`src/rtl/div_unit_seq.sv`:
```
// div_unit_seq: handshaked radix-2 restoring divider for DIV/DIVU/REM/REMU.
// Special cases resolve in one cycle. CALC runs once per significant dividend bit.
module div_unit_seq #(
   parameter int WIDTH     = 32,
   parameter int TAG_W     = 5,
   parameter int EARLY_OUT = 1
) (
   input  logic             clk,
   input  logic             rst,
   input  logic             flush,
   input  logic             in_valid,
   output logic             in_ready,
   input  logic [1:0]       op,
   input  logic [WIDTH-1:0] a,
   input  logic [WIDTH-1:0] b,
   input  logic [TAG_W-1:0] tag,
   output logic             out_valid,
   input  logic             out_ready,
   output logic [WIDTH-1:0] out_result,
   output logic [TAG_W-1:0] out_tag,
   output logic             out_dbz
);
   localparam int CW = $clog2(WIDTH + 1);
   localparam logic [WIDTH-1:0] MIN = {1'b1, {(WIDTH-1){1'b0}}};

   typedef enum logic [1:0] {IDLE, CALC, DONE} state_t;
   state_t state, state_n;

   logic [CW-1:0]    cnt, n_it;
   logic [WIDTH-1:0] acc, quo, dvd, mb, ma_in, mb_in, fast_res, quo_n, rem_n, res_n;
   logic [WIDTH:0]   acc_sh, diff;
   logic             rem_op, qneg, rneg, sgn_a, sgn_b, accept, fast, ovf, ge, last;

   assign in_ready  = state == IDLE && !rst;
   assign out_valid = state == DONE;
   assign accept    = in_valid && in_ready && !flush;
   assign sgn_a     = !op[0] && a[WIDTH-1];
   assign sgn_b     = !op[0] && b[WIDTH-1];
   assign ma_in     = sgn_a ? -a : a;
   assign mb_in     = sgn_b ? -b : b;
   assign ovf       = !op[0] && a == MIN && b == '1;
   assign fast      = b == '0 || ovf || mb_in > ma_in;
   assign fast_res  = b == '0 ? (op[1] ? a : '1) : ovf ? (op[1] ? '0 : MIN) : (op[1] ? a : '0);

   always_comb begin
      n_it = CW'(WIDTH);
      if (EARLY_OUT != 0)
         for (int i = 0; i < WIDTH; i++)
            if (ma_in[i]) n_it = CW'(i + 1);
   end

   // A borrow out of the trial subtraction means acc_sh < |b|.
   assign acc_sh = {acc, dvd[WIDTH-1]};
   assign diff   = acc_sh - {1'b0, mb};
   assign ge     = !diff[WIDTH];
   assign rem_n  = ge ? diff[WIDTH-1:0] : acc_sh[WIDTH-1:0];
   assign quo_n  = {quo[WIDTH-2:0], ge};
   assign res_n  = rem_op ? (rneg ? -rem_n : rem_n) : (qneg ? -quo_n : quo_n);
   assign last   = cnt == CW'(1);

   always_ff @(posedge clk)
      state <= rst ? IDLE : state_n;

   always_comb begin
      state_n = state;
      if (flush) state_n = IDLE;
      else if (state == IDLE) state_n = accept ? (fast ? DONE : CALC) : IDLE;
      else if (state == CALC) state_n = last ? DONE : CALC;
      else state_n = out_ready ? IDLE : DONE;
   end

   always_ff @(posedge clk) begin
      if (rst) begin
         cnt        <= '0;
         acc        <= '0;
         quo        <= '0;
         dvd        <= '0;
         mb         <= '0;
         rem_op     <= 1'b0;
         qneg       <= 1'b0;
         rneg       <= 1'b0;
         out_result <= '0;
         out_tag    <= '0;
         out_dbz    <= 1'b0;
      end else if (accept) begin
         rem_op  <= op[1];
         qneg    <= sgn_a ^ sgn_b;
         rneg    <= sgn_a;
         mb      <= mb_in;
         dvd     <= ma_in << (CW'(WIDTH) - n_it);
         cnt     <= n_it;
         acc     <= '0;
         quo     <= '0;
         out_tag <= tag;
         out_dbz <= b == '0;
         if (fast) out_result <= fast_res;
      end else if (state == CALC) begin
         acc <= rem_n;
         quo <= quo_n;
         dvd <= dvd << 1;
         cnt <= cnt - CW'(1);
         if (last) out_result <= res_n;
      end
   end
endmodule

```
`config.mk`:
```
export PLATFORM = sky130hd
export DESIGN_NAME = div_unit_seq
export DESIGN_NICKNAME = d
export VERILOG_FILES = /design/src/rtl/div_unit_seq.sv
export SDC_FILE = /design/constraint.sdc
export NUM_CORES = 1
export LEC_CHECK = 0
export ABC_AREA = 1
export CAP_MARGIN = 20
export CORE_MARGIN = 2
export CORE_UTILIZATION = 50
export DETAILED_ROUTE_END_ITERATION = 10
export PLACE_DENSITY = 0.67
export SLEW_MARGIN = 10
export SYNTH_ARGS = -nofsm -noshare
export SYNTH_HDL_FRONTEND = slang
export SYNTH_SLANG_ARGS = --single-unit
```
`constraint.sdc`:
```
create_clock -name clk -period 8.9 [get_ports clk]
set_clock_uncertainty 0.2 [all_clocks]
set_input_delay 0.89 -clock clk [delete_from_list [all_inputs] [get_ports clk]]
set_output_delay 0.89 -clock clk [all_outputs]
set_load 0.005 [all_outputs]
```
==> flow_summary.json, run 1 <==
{
  "cts_root_buf": "clkbuf_16",
  "drt_iter0_markers": 1932,
  "syn_nets": 2706,
  "reg2reg_slack_ns": 2.70,
  "yosysWarnings": 0,
  "cp.depth": 33,
  "final_nets": 2739,
  "timing_worst_setup_path_type": "in -> reg",
  "crit_buf_inv": 6,
  "rsz0062_at_grt": "no",
  "worstReg2RegEnd": "out_result[30]$_SDFFE_PP0P_",
  "drive_above_1_share_pct": 5.15,
  "hold_path_depth": 2,
  "core_area_um2": 30500,
  "worst_slew_pin_slew_ns": 1.13,
  "p_comb_share_pct": 47.1,
  "final_area_um2": 17300,
  "path_common_cell": "nand2_1",
  "synth-seq-cells": 176,
  "area_delta_synth_final_pct": 12.0,
  "slowest_delay_ns": 0.45,
  "cp_data_arrival_time_ns": 7.03,
  "hold_buffers": 0,
  "synth_seq_area_share_pct": 22.8,
  "globalplace.congestion": 1.00,
  "final.setup.tns_ns": 0,
  "io_buffers": 115,
  "fillerInstances": 3101,
  "leakagePower_uw": 0.00782,
  "worstHoldStart": "dvd[0]$_SDFFE_PP0P_",
  "cts_max_path_buffers": 2,
  "start_util_pct": 50.6,
  "place_hpwl_um": 44400,
  "globalRouteMet3Util_pct": 6.69,
  "htree_levels": 4,
  "grt-busiest-layer": "met1",
  "die_x_um": 180,
  "grt_usage_pct": 34.7,
  "dr_total_vias": 17600,
  "path_delay_family": "simple AND/OR/NAND/NOR gates",
  "synth-main-ff-cell": "dfxtp_1",
  "worstRegToRegCells": 37,
  "grt_pass1_wl_um": 88400,
  "drt-wirelength-per-cell_um": 19.4,
  "cellPowerDensity_nw_per_um2": 173,
  "crit_path_end_kind": "register",
  "ioPinCount": 116,
  "r2r-start": "dvd[31]$_SDFFE_PP0P_",
  "outcome": "finished, final reports clean",
  "maxCapViolCount": 0,
  "cts-resized-gates": 0,
  "synth_cell_types": 59,
  "crit_fanout": 42,
  "drt-pass1-iter-count": 5,
  "seq_power_share_pct": 28.2,
  "cp_slowest_cell": "clkdlybuf4s50_1",
  "netlist_instances": 2558,
  "intPower_uw": 1630,
  "worstSetupStartpointType": "input pin",
  "p_clk_share_pct": 24.7,
  "maxSlewHeadroom_pct": 24.3,
  "hold_end": "dvd[0]$_SDFFE_PP0P_",
  "via_per_inst": 5.87,
  "synthArstFlopShare_pct": 0,
  "die_area_um2": 32300,
  "fmax_mhz": 145,
  "required_ns": 9.05,
  "fin_hold_ws_ns": 0.263,
  "use_met1_pct": 49.8,
  "grt_pass1_vias": 15700,
  "finalCriticalPeriod_ns": 6.89,
  "hold_viol": 0,
  "rows": 64,
  "cts_made_buffers": 17,
  "post_cts_buffers": 0,
  "peakVddDrop_mv": 0.169,
  "final_util_pct": 56.7,
  "hp-class": "reg -> reg",
  "syn-cell-area_um2": 15400,
  "ant_nets": 0,
  "final-setup-viol-count": 0,
  "clock-sinks": 176,
  "postSynthAreaPerCell_um2": 6.04,
  "totalWireLength_um": 58100,
  "drc_errors": 0,
  "grt_util_met2_pct": 49.5,
  "grt_max_degree": 84,
  "grt_overflow": 0,
  "die_y_um": 180,
  "p_sw_uw": 1360,
  "cts_tree": "built",
  "antenna_found_initial": 1,
  "finalMaxSlewViolations": 0,
  "cts.reportedPaths.clkPinSlew_ns": 0.08,
  "dpl_cell_area_um2": 16700,
  "swShare_pct": 45.4,
  "insertedDiodeCount": 0,
  "insertion_delay_ns": 0.45,
  "synth_edf_count": 0,
  "fin_crit_sh_pct": 77.4
}
-- through the flow --
stage	total power (uW)	cells	worst slack, ns
2_1_floorplan	1860	2558	3.39
3_3_place_gp	2220	2968	1.85
3_5_place_dp	2230	2968	1.68
4_1_cts	2970	3000	2.14
5_1_grt	3180	3000	1.36
6_report	2990	3000	2.01
-- worst reg2reg max path, delay by kind of cell, from the launching register on --
kind	cells	cell delay (ns)
xor gates and xnor gates	1	0.15
adders and majority gates	3	0.63
and+or+nand+nor	15	2.29
buffers and inverters	10	0.94
AOI/OAI and AO/OA	8	1.45
DFF	1	0.47
-- synthesized netlist by cell type, types with 14 or more instances --
library cell,count,share of area [%]
a21oi_1,197,6.4
buf_2,16,0.52
clkbuf_1,87,2.1
dfxtp_1,176,23
ha_1,71,5.8
inv_1,291,7.1
nand2_1,566,14
nand3_1,340,11
nand4_1,21,0.85
nor2_1,204,5.0
nor3_1,44,1.4
o211ai_1,28,1.4
o21ai_0,224,7.3
o21ai_1,14,0.45
o21ai_2,18,1.0
or2_2,14,0.57
xnor2_1,20,1.1
xor2_1,55,3.1
-- area by class of cell --
type / count / area [um2] / area share (%)
multi-input cells: 1957 / 10300 / 59.3
clock inverters: 14 / 146 / 0.846
flip-flops and latches: 176 / 3520 / 20.4
clock buffers: 18 / 429 / 2.48
well taps: 396 / 495 / 2.86
inverters: 300 / 1130 / 6.51
repair buffers: 139 / 1330 / 7.69
-- worst max path at each step --
| stage | startpoint | end |
|---|---|---|
| 2_1_floorplan | b[0] | out_result[25]$_SDFFE_PP0P_ |
| 3_3_place_gp | b[0] | out_result[1]$_SDFFE_PP0P_ |
| 3_5_place_dp | b[0] | out_result[2]$_SDFFE_PP0P_ |
| 4_1_cts | b[0] | out_result[2]$_SDFFE_PP0P_ |
| 5_1_grt | b[0] | out_result[25]$_SDFFE_PP0P_ |
| 6_report | b[0] | out_result[11]$_SDFFE_PP0P_ |
-- cells in the final DEF, fill, tap and decap left out, types with 55 or more instances in the layout --
cell / n
nand2_1: 564
nand3_1: 339
inv_1: 289
o21ai_0: 224
nor2_1: 203
a21oi_1: 197
dfxtp_1: 176
clkdlybuf4s50_1: 115
ha_1: 71
xor2_1: 55
-- state kept, by name, summed over array words and instances, names as in the netlist, 2 cells and up --
name / flops
quo: 31
acc: 32
mb: 32
state: 2
out_result: 32
dvd: 32
out_tag: 5
cnt: 6
-- cells by family after synthesis --
logic type,Yosys count,share of synthesized area (%)
fa+ha+maj,72,5.88
buf+inv,425,10.9
simple gates,1246,35.3
flops,176,22.8
compound gates,560,20.4
xor+xnor,79,4.75
-- power by group through the flow --
| stage | clock network, uW | registers, uW | logic [uW] |
|---|---|---|---|
| 2_1_floorplan | 0 | 853 | 1000 |
| 3_3_place_gp | 0 | 859 | 1360 |
| 3_5_place_dp | 0 | 860 | 1370 |
| 4_1_cts | 747 | 842 | 1380 |
| 5_1_grt | 774 | 846 | 1560 |
| 6_report | 739 | 843 | 1410 |
-- per-layer routing --
metal  up-vias  wire length, um
li1       8560                -
met1      8101            26400
met2       823            23400
met3       118             5350
met4         0             2940
met5         -                0
(Power assumes the default switching activity.)
==> inputs of run 2 (changes only) <==
--- a/config.mk
+++ b/config.mk
@@ -10,7 +10,7 @@
 export CORE_MARGIN = 2
 export CORE_UTILIZATION = 50
 export DETAILED_ROUTE_END_ITERATION = 10
-export PLACE_DENSITY = 0.67
+export PLACE_DENSITY = 0.7
 export SLEW_MARGIN = 10
 export SYNTH_ARGS = -nofsm -noshare
 export SYNTH_HDL_FRONTEND = slang
==> constraint.sdc (replaced) <==
create_clock -name clk -period 5.8 [get_ports clk]
set_clock_uncertainty 0.2 [all_clocks]
set_input_delay 0.58 -clock clk [delete_from_list [all_inputs] [get_ports clk]]
set_output_delay 0.58 -clock clk [all_outputs]
set_load 0.005 [all_outputs]
==> run 2 against run 1 <==
Routed wire length is 1.1% lower. Clock power is 60% higher. Cell area is 4.3% higher. Register-to-register slack worse by 2.3 ns. Non-clock buffer count is 71 higher. Utilization is 2.4 points higher. Sequential power is 53% higher. Worst hold slack better by 0.015 ns. Flip-flop and latch count stayed put. Clock-buffer cell count is 4 higher. Critical path type unchanged. Largest cell class unchanged.
==> flow_summary.json, run 2 (synthesized netlist as in run 1, its figures left out) <==
{
  "peakVddDrop_mv": 0.248,
  "cts_made_buffers": 17,
  "hold_viol": 0,
  "drt_iter0_markers": 1958,
  "place_ws_ns": -0.400,
  "ioPinCount": 116,
  "cts_tree": "built",
  "reg2reg_slack_ns": 0.40,
  "grt_overflow": 0,
  "htree_levels": 4,
  "die_x_um": 180,
  "antenna_found_initial": 1,
  "layout_commonest_cell": "nand2_1",
  "cts_max_path_buffers": 2,
  "rows": 64,
  "worstSetupStartpointType": "input pin",
  "required_ns": 5.95,
  "crit_path_end_kind": "register",
  "grt_max_degree": 84,
  "fin_crit_sh_pct": 93.6,
  "worst_slew_pin_slew_ns": 1.06,
  "slowest_delay_ns": 0.45,
  "cp_data_arrival_time_ns": 5.58,
  "leakagePower_uw": 0.00821,
  "finalMaxSlewViolations": 0,
  "finalCriticalPeriod_ns": 5.43,
  "crit_fanout": 24,
  "layout_setup_ws_ns": 0.371,
  "drt-wirelength-per-cell_um": 18.7,
  "outcome": "finished, final reports clean",
  "drc_errors": 0,
  "place_hpwl_um": 44500,
  "maxSlewHeadroom_pct": 29.5,
  "clock-sinks": 176,
  "final.setup.tns_ns": 0,
  "io_buffers": 115,
  "globalplace.congestion": 1.01,
  "final_nets": 2810,
  "drive_above_1_share_pct": 8.64,
  "cp_slowest_cell": "clkdlybuf4s50_1",
  "drt-pass1-iter-count": 6,
  "cts_root_buf": "clkbuf_16",
  "cts.reportedPaths.clkPinSlew_ns": 0.07,
  "ant_nets": 0,
  "grt_pass1_vias": 15900,
  "insertion_delay_ns": 0.46,
  "insertedDiodeCount": 0,
  "via_per_inst": 5.80,
  "path_common_cell": "nand2_1",
  "hold_buffers": 0,
  "dr_total_vias": 17800,
  "area_delta_synth_final_pct": 16.8,
  "final_cell_mix": "562 x nand2_1, 339 x nand3_1, 288 x inv_1, 223 x o21ai_0, 202 x nor2_1",
  "cellPowerDensity_nw_per_um2": 261,
  "hp-class": "reg -> reg",
  "die_y_um": 180,
  "start_util_pct": 50.6,
  "timing_worst_setup_path_type": "in -> reg",
  "core_area_um2": 30500,
  "maxCapViolCount": 0,
  "final-setup-viol-count": 0,
  "grt_usage_pct": 34.1,
  "grt_pass1_wl_um": 87500,
  "totalWireLength_um": 57400,
  "fmax_mhz": 184,
  "die_area_um2": 32300
}
run 2: cell types whose count changed in the layout (fill, tap and decap cells not counted), sizes merged:
| cell | delta |
|---|---|
| buf | +71 |
| bufinv | +1 |
| clkbuf | +4 |
| clkinv | -3 |
| clkinvlp | +1 |
| inv | -3 |
run 2: final timing paths:
path                            cells past startpoint                           to               startpoint
worst min register to register                      1      out_tag[1]$_SDFFE_PP0P_  out_tag[1]$_SDFFE_PP0P_
worst max-delay path                               32  out_result[25]$_SDFFE_PP0P_                     b[0]
worst max register to register                     36  out_result[30]$_SDFFE_PP0P_       mb[2]$_SDFFE_PP0P_
worst min-delay path                                1      out_tag[1]$_SDFFE_PP0P_  out_tag[1]$_SDFFE_PP0P_
run 2: area by class of cell:
cell class / instances / area (um2)
inverters: 300 / 1130
well taps: 396 / 495
clock inverters: 10 / 100
flip-flops and latches: 176 / 3520
clock buffers: 22 / 474
repair buffers: 210 / 1910
fillers: 3102 / 12500
multi-input cells: 1957 / 10400
run 2: power by group:
part | switching, uW | internal, uW
registers | 32.3 | 1260
clock network | 545 | 631
logic | 1490 | 747
total | 2060 | 2640
run 2: through the flow:
stage	cell area (um2)	std cells	total power [uW]	hold WS (ns)	utilization, %
after floorplan	15400	2558	2850	0.232	-
after global placement	17300	3037	3450	0.253	56.6
after detailed placement	17300	3038	3470	0.263	56.7
after CTS	17900	3070	4640	0.278	58.5
after global routing	18000	3071	5000	0.299	59.2
final	18000	3071	4700	0.278	59.2
run 2: critical path, delay by kind of cell:
kind            cells  cell delay, ns
simple gates       20            2.93
buf+inv             6            1.01
compound gates      3            0.44
fa+ha+maj           2            0.44
xor+xnor            1            0.16
run 2: per-layer routing:
metal / GRT usage [%] / part of all wire, % / vias up
met5: 1.33 / 0.099 / -
met4: 15.1 / 4.7 / 2
met1: 48.4 / 45 / 8133
met2: 48.8 / 41 / 838
met3: 7.68 / 9.7 / 120
li1: - / - / 8726
run 2: what timing repair did:
item	4_1_cts	5_1_grt
hold endpoints to repair	0	0
resized for setup	0	35
buffers inserted	0	1
endpoints found under the setup margin	0	34
